--- config.mk ---
export PLATFORM = sky130hd
export DESIGN_NAME = rv32im_exec_unit
export DESIGN_NICKNAME = d
export VERILOG_FILES = /design/src/rtl/rv32im_pkg.sv /design/src/rtl/rv32im_divider.sv /design/src/rtl/rv32im_exec_unit.sv
export SDC_FILE = /design/constraint.sdc
export NUM_CORES = 2
export LEC_CHECK = 0
export ABC_AREA = 1
export CORE_ASPECT_RATIO = 0.5
export CORE_MARGIN = 5
export CORE_UTILIZATION = 40
export CTS_CLUSTER_DIAMETER = 40
export DETAILED_ROUTE_END_ITERATION = 10
export SETUP_SLACK_MARGIN = 0.1
export SLEW_MARGIN = 15
export SYNTH_ARGS = -nofsm -noshare
export SYNTH_HDL_FRONTEND = slang
export SYNTH_SLANG_ARGS = --single-unit
--- constraint.sdc ---
create_clock -name clk_i -period 3.45 [get_ports clk_i]
set_input_delay 0.69 -clock clk_i [delete_from_list [all_inputs] [get_ports clk_i]]
set_output_delay 0.69 -clock clk_i [all_outputs]
set_load 0.02 [all_outputs]
--- src/rtl/rv32im_pkg.sv ---
// Shared definitions for the RV32IM execute unit: op encodings, M-extension funct3
// codes, divider state encoding and divide special-case constants.
package rv32im_pkg;

  localparam logic [3:0] OP_ADD  = 4'b0000;
  localparam logic [3:0] OP_SUB  = 4'b1000;
  localparam logic [3:0] OP_SLL  = 4'b0001;
  localparam logic [3:0] OP_SLT  = 4'b0010;
  localparam logic [3:0] OP_SLTU = 4'b0011;
  localparam logic [3:0] OP_XOR  = 4'b0100;
  localparam logic [3:0] OP_SRL  = 4'b0101;
  localparam logic [3:0] OP_SRA  = 4'b1101;
  localparam logic [3:0] OP_OR   = 4'b0110;
  localparam logic [3:0] OP_AND  = 4'b0111;

  localparam logic [2:0] F3_MUL    = 3'b000;
  localparam logic [2:0] F3_MULH   = 3'b001;
  localparam logic [2:0] F3_MULHSU = 3'b010;
  localparam logic [2:0] F3_MULHU  = 3'b011;
  localparam logic [2:0] F3_DIV    = 3'b100;
  localparam logic [2:0] F3_DIVU   = 3'b101;
  localparam logic [2:0] F3_REM    = 3'b110;
  localparam logic [2:0] F3_REMU   = 3'b111;

  // Divide by zero yields an all-ones quotient; MIN / -1 yields a zero remainder.
  localparam logic DIV0_Q_FILL  = 1'b1;
  localparam logic OVF_REM_FILL = 1'b0;

  typedef enum logic [1:0] {
    ST_IDLE,
    ST_DIV,
    ST_FIX
  } div_state_t;

  typedef enum logic [1:0] {
    DIV_NORMAL,
    DIV_BY_ZERO,
    DIV_OVERFLOW
  } div_case_t;

endpackage

--- src/rtl/rv32im_divider.sv ---
// Iterative restoring radix-2 divider: one quotient bit per cycle on operand
// magnitudes, followed by a sign-fixup cycle that presents the result with done.
module rv32im_divider
  import rv32im_pkg::*;
#(
  parameter int XLEN  = 32,
  parameter int CNT_W = $clog2(XLEN) + 1
) (
  input  logic            clk,
  input  logic            rst_n,
  input  logic            clear,
  input  logic            start,
  input  logic            is_signed,
  input  logic            want_rem,
  input  logic [XLEN-1:0] dividend,
  input  logic [XLEN-1:0] divisor,
  output logic            busy,
  output logic            done,
  output logic [XLEN-1:0] result
);

  div_state_t state_q, state_d;
  logic [CNT_W-1:0] cnt;
  logic [XLEN-1:0]  quot, rem, dvsr, q_fix, r_fix;
  logic             neg_q, neg_r, rem_sel;
  logic [XLEN:0]    shifted, diff;

  assign shifted = {rem, quot[XLEN-1]};
  assign diff    = shifted - {1'b0, dvsr};

  always_ff @(posedge clk or negedge rst_n) begin
    if (!rst_n) state_q <= ST_IDLE;
    else        state_q <= state_d;
  end

  always_comb begin
    state_d = state_q;
    case (state_q)
      ST_IDLE: if (start) state_d = ST_DIV;
      ST_DIV:  if (cnt == CNT_W'(1)) state_d = ST_FIX;
      ST_FIX:  state_d = ST_IDLE;
      default: state_d = ST_IDLE;
    endcase
    if (clear) state_d = ST_IDLE;
  end

  // The quotient register doubles as the dividend shifter: its MSB feeds the
  // partial remainder while quotient bits enter at the LSB.
  always_ff @(posedge clk or negedge rst_n) begin
    if (!rst_n) begin
      cnt     <= '0;
      quot    <= '0;
      rem     <= '0;
      dvsr    <= '0;
      neg_q   <= 1'b0;
      neg_r   <= 1'b0;
      rem_sel <= 1'b0;
    end else if (start && state_q == ST_IDLE) begin
      cnt     <= CNT_W'(XLEN);
      quot    <= (is_signed && dividend[XLEN-1]) ? -dividend : dividend;
      dvsr    <= (is_signed && divisor[XLEN-1]) ? -divisor : divisor;
      rem     <= '0;
      neg_q   <= is_signed & (dividend[XLEN-1] ^ divisor[XLEN-1]);
      neg_r   <= is_signed & dividend[XLEN-1];
      rem_sel <= want_rem;
    end else if (state_q == ST_DIV) begin
      cnt <= cnt - CNT_W'(1);
      if (!diff[XLEN]) begin
        rem  <= diff[XLEN-1:0];
        quot <= {quot[XLEN-2:0], 1'b1};
      end else begin
        rem  <= shifted[XLEN-1:0];
        quot <= {quot[XLEN-2:0], 1'b0};
      end
    end
  end

  assign q_fix  = neg_q ? -quot : quot;
  assign r_fix  = neg_r ? -rem : rem;
  assign result = rem_sel ? r_fix : q_fix;
  assign busy   = (state_q != ST_IDLE);
  assign done   = (state_q == ST_FIX);

endmodule

--- src/rtl/rv32im_exec_unit.sv ---
// RV32IM execute unit: single-cycle base ALU, multiplier and divide special cases,
// an iterative divider for the general case, and registered compare flags.
module rv32im_exec_unit
  import rv32im_pkg::*;
#(
  parameter int XLEN  = 32,
  parameter int CNT_W = $clog2(XLEN) + 1
) (
  input  logic            clk_i,
  input  logic            rst_ni,
  input  logic            clear_i,
  input  logic            valid_i,
  output logic            ready_o,
  input  logic [4:0]      op_i,
  input  logic [XLEN-1:0] operand1_i,
  input  logic [XLEN-1:0] operand2_i,
  output logic [XLEN-1:0] result_o,
  output logic            valid_o,
  output logic            equal_o,
  output logic            less_o,
  output logic            less_signed_o
);

  localparam logic [XLEN-1:0] SIGNED_MIN = {1'b1, {(XLEN-1){1'b0}}};
  localparam int SHW = $clog2(XLEN);

  logic [2:0]        funct3;
  logic [SHW-1:0]    shamt;
  logic              is_div, div_signed, div_rem, accept, div_start;
  logic              div_busy, div_done;
  logic [XLEN-1:0]   div_result, single_result;
  logic              mul_a_signed, mul_b_signed;
  logic [2*XLEN-1:0] mul_a, mul_b, product;
  div_case_t         div_case;

  assign funct3     = op_i[2:0];
  assign shamt      = operand2_i[SHW-1:0];
  assign is_div     = op_i[4] & funct3[2];
  assign div_signed = ~funct3[0];
  assign div_rem    = funct3[1];

  assign accept    = valid_i & ready_o & ~clear_i;
  assign div_start = accept & is_div & (div_case == DIV_NORMAL);
  assign ready_o   = ~div_busy;

  always_comb begin
    div_case = DIV_NORMAL;
    if (operand2_i == '0)
      div_case = DIV_BY_ZERO;
    else if (div_signed && operand1_i == SIGNED_MIN && operand2_i == '1)
      div_case = DIV_OVERFLOW;
  end

  // Sign-extending both operands to 2*XLEN lets one unsigned multiplier serve
  // every signedness combination; the low 2*XLEN product bits are exact.
  assign mul_a_signed = (funct3 == F3_MULH) || (funct3 == F3_MULHSU);
  assign mul_b_signed = (funct3 == F3_MULH);
  assign mul_a   = {{XLEN{mul_a_signed & operand1_i[XLEN-1]}}, operand1_i};
  assign mul_b   = {{XLEN{mul_b_signed & operand2_i[XLEN-1]}}, operand2_i};
  assign product = mul_a * mul_b;

  always_comb begin
    single_result = '0;
    if (!op_i[4]) begin
      case (op_i[3:0])
        OP_ADD:  single_result = operand1_i + operand2_i;
        OP_SUB:  single_result = operand1_i - operand2_i;
        OP_SLL:  single_result = operand1_i << shamt;
        OP_SLT:  single_result = {{(XLEN-1){1'b0}}, $signed(operand1_i) < $signed(operand2_i)};
        OP_SLTU: single_result = {{(XLEN-1){1'b0}}, operand1_i < operand2_i};
        OP_XOR:  single_result = operand1_i ^ operand2_i;
        OP_SRL:  single_result = operand1_i >> shamt;
        OP_SRA:  single_result = $signed(operand1_i) >>> shamt;
        OP_OR:   single_result = operand1_i | operand2_i;
        OP_AND:  single_result = operand1_i & operand2_i;
        default: single_result = '0;
      endcase
    end else begin
      case (funct3)
        F3_MUL:                       single_result = product[XLEN-1:0];
        F3_MULH, F3_MULHSU, F3_MULHU: single_result = product[2*XLEN-1:XLEN];
        default: begin
          case (div_case)
            DIV_BY_ZERO:  single_result = div_rem ? operand1_i : {XLEN{DIV0_Q_FILL}};
            DIV_OVERFLOW: single_result = div_rem ? {XLEN{OVF_REM_FILL}} : SIGNED_MIN;
            default:      single_result = '0;
          endcase
        end
      endcase
    end
  end

  rv32im_divider #(.XLEN(XLEN), .CNT_W(CNT_W)) u_divider (
    .clk       (clk_i),
    .rst_n     (rst_ni),
    .clear     (clear_i),
    .start     (div_start),
    .is_signed (div_signed),
    .want_rem  (div_rem),
    .dividend  (operand1_i),
    .divisor   (operand2_i),
    .busy      (div_busy),
    .done      (div_done),
    .result    (div_result)
  );

  // Flags follow every accept; a general divide leaves result_o untouched until done.
  always_ff @(posedge clk_i or negedge rst_ni) begin
    if (!rst_ni) begin
      result_o      <= '0;
      valid_o       <= 1'b0;
      equal_o       <= 1'b0;
      less_o        <= 1'b0;
      less_signed_o <= 1'b0;
    end else if (clear_i) begin
      result_o      <= '0;
      valid_o       <= 1'b0;
      equal_o       <= 1'b0;
      less_o        <= 1'b0;
      less_signed_o <= 1'b0;
    end else begin
      valid_o <= 1'b0;
      if (div_done) begin
        result_o <= div_result;
        valid_o  <= 1'b1;
      end else if (accept) begin
        equal_o       <= (operand1_i == operand2_i);
        less_o        <= (operand1_i < operand2_i);
        less_signed_o <= ($signed(operand1_i) < $signed(operand2_i));
        if (!div_start) begin
          result_o <= single_result;
          valid_o  <= 1'b1;
        end
      end
    end
  end

endmodule
==> out/metrics.cfg <==
[drt]
vias = 66342
wl_um = 311000
wl_per_cell_um = 24.8
antenna_left = 0
drtIter0Drc = 7579
viasPerCell = 5.29
route.detailed.drc = 0
firstDrtPassIters = 8

[grt]
grt-ovfl-total = 0
grt_first_pass_wirelength_um = 451000
met1_usage_pct = 54.1
antenna_found_initial = 26
use_met2_pct = 52.0
grt_pass1_vias = 65294
grt_usage_pct = 37.8
grt_busiest_layer = met1
use_met3_pct = 14.3
grt_max_degree = 61

[place]
place_congestion = 1.10
port_buffers = 109
dp_slack_ns = -5.74
dp_hpwl_um = 270000
post_dp_cell_area_um2 = 77600

[worst_hold_path]
holdCritPathClass = in2async

[clock_network]
cts-buffers-inserted = 17
cts_tree = yes
cts_buffer_depth = 2
clock-sinks = 143
h-tree-depth = 4
cts_root_buffer = clkbuf_16
clk_pin_slew_ns = 0.07
clock_latency_ns = 0.50

[sta]
min_period_ns = 7.70
grt_setup_unrepaired = yes
fin_skew_ns = 0.0265
worst_slack_ns = -4.25
fin_crit_sh_pct = 223
max_freq_ghz = 0.130
worstMarginPinSlew_ns = 0.776
slew_headroom_pct = 47.7
setup_viol = 33
slew_viol_final = 0
finalHoldViolCount = 0
setup_tns_ns = -130.38

[critical_path]
rrSetupSlack_ns = 0.40
r2r-end = u_divider.rem[24]$_DFFE_PN0P_
reg2regPathDepth = 19
criticalPathCategory = in2reg
slowest_delay_ns = 0.56
worst_ep_required_time_ns = 3.83
cp_data_arrival_time_ns = 8.08
crit_top_cell = fa_1
critPathMaxFanout = 6
cp-start-kind = primary input
crit_slowest_cell = fa_1
r2r-start = u_divider.quot[31]$_DFFE_PN0P_
cp-end-kind = flip-flop

[yosys]
ys_warn_count = 0
synth_top_cell_by_area = fa_1
ys_seq_area_share_pct = 5.76
ys_async_sr_fraction_pct = 100
synthCells = 9111
synth_enable_flop_cells = 0
ys.flop_type = dfrtp_1
synth-seq-cells = 143
synthTopCellsByCount = nand2_1, inv_1, fa_1
yosysMostFrequentCell = nand2_1
postSynthNetCount = 10660
syn_area_um2 = 62100
syn_area_per_cell_um2 = 6.82
synth.distinct_cells = 53
synthTopCellsByArea = fa_1, nand2_1, inv_1
synth.top_cell.area_share_pct = 36.4

[floorplan]
die_area_um2 = 164000
io_pins = 110
row_count = 102
core_area_um2 = 155000
dieHeight_um = 289
initial_core_util_pct = 40.2
fp.dieW_um = 567

[flow_run]
cap_violations = 0

[layout]
final_area_um2 = 80700
n_fill_cell = 15386
layout-drive-gt1-share_pct = 21.3
area_growth_pct = 30.0
finalNetCount = 11998

[run_status]
outcome = finished, violations left
violations = negative setup slack

## critical path: cells and delay by family
family	cells	cell delay [ns]
buffers and inverters	17	1.60
AOI/OAI and AO/OA	1	0.18
adders and majority gates	9	4.11
and+or+nand+nor	13	1.47
## cell usage in the layout (no fill, tap or decap), drive strengths merged, types with 2 or more instances in the layout
cell type,count
a31oi,16
or2,13
dfrtp,143
clkinv,13
a21boi,6
bufinv,4
inv,2107
a21o,4
nand4,83
nor4,13
o21ai,359
nor3b,2
xnor2,20
ha,348
clkdlybuf4s50,44
o31ai,6
nand3,574
a221oi,7
o21bai,24
clkbuf,19
a211oi,7
nand2,2678
nor2,530
buf,1697
o211ai,31
nor3,63
and3,4
and2,8
fa,1128
o221ai,34
nand3b,17
clkinvlp,3
diode,8
xor2,82
o21a,4
a21oi,338
o22ai,27
## flip-flops by register name, indices dropped and copies added (netlist names)
name               cells
equal_o                1
less_o                 1
less_signed_o          1
result_o              32
u_divider.cnt          6
u_divider.dvsr        32
u_divider.neg_q        1
u_divider.neg_r        1
u_divider.quot        32
u_divider.rem         32
u_divider.rem_sel      1
u_divider.state_q      2
valid_o                1
## cell families (layout without fill, tap and decap cells)
family,count (synthesis),after routing,share of synthesized area (%)
simple gates,3985,3985,26.2
buf+inv,2537,3887,15.5
fa+ha+maj,1476,1476,43.4
compound gates,867,867,7.68
flops,143,143,5.76
xor+xnor,102,102,1.44
mux,1,1,0.0161
other cells,0,8,0
## cell type report
class | instances | area, um2 | area share (%)
multi-input combinational | 6431 | 51000 | 63.2
clock buffer | 18 | 439 | 0.544
sequential | 143 | 3580 | 4.43
tap | 2080 | 2600 | 3.22
clock inverter | 13 | 201 | 0.250
inverter | 2114 | 8010 | 9.92
antenna | 8 | 20.0 | 0.0248
timing repair buffer | 1742 | 14800 | 18.4
## how the worst max path moves through the flow
stage	slack, ns	end	depth (start not counted)	from
3_3_place_gp	-5.72	result_o[14]$_DFFE_PN0P_	38	op_i[0]
3_5_place_dp	-5.74	result_o[14]$_DFFE_PN0P_	38	op_i[1]
2_1_floorplan	-4.47	result_o[21]$_DFFE_PN0P_	36	op_i[0]
6_report	-4.25	result_o[6]$_DFFE_PN0P_	40	op_i[1]
5_1_grt	-4.40	result_o[25]$_DFFE_PN0P_	40	op_i[1]
4_1_cts	-4.04	result_o[22]$_DFFE_PN0P_	36	op_i[1]
## stage by stage
step	std cells	hold WS, ns	utilization [%]
after floorplan	9111	0.394	-
after global placement	12424	0.467	50.2
after detailed placement	12424	0.474	50.2
after CTS	12529	0.202	51.6
after global routing	12542	0.224	52.2
final	12549	0.189	52.2
## metal layers
| metal | wire length, um | share of wire (%) | vias to the layer above |
|---|---|---|---|
| met2 | 120000 | 38 | 3464 |
| met5 | 302 | 0.097 | - |
| met3 | 42500 | 14 | 465 |
| met4 | 12000 | 3.8 | 24 |
| met1 | 137000 | 44 | 32533 |
| li1 | - | - | 29856 |
## timing repair
item,in CTS,in global routing
resized for setup,264,262
endpoints found under the hold margin,0,0
setup buffers,74,14
hold buffers,0,0
pin swaps,116,134
endpoints found under the setup margin,118,126
Power is left out: the tool's default activity adds up to more than one toggle a clock period on the data nets, which glitch-free logic cannot reach.
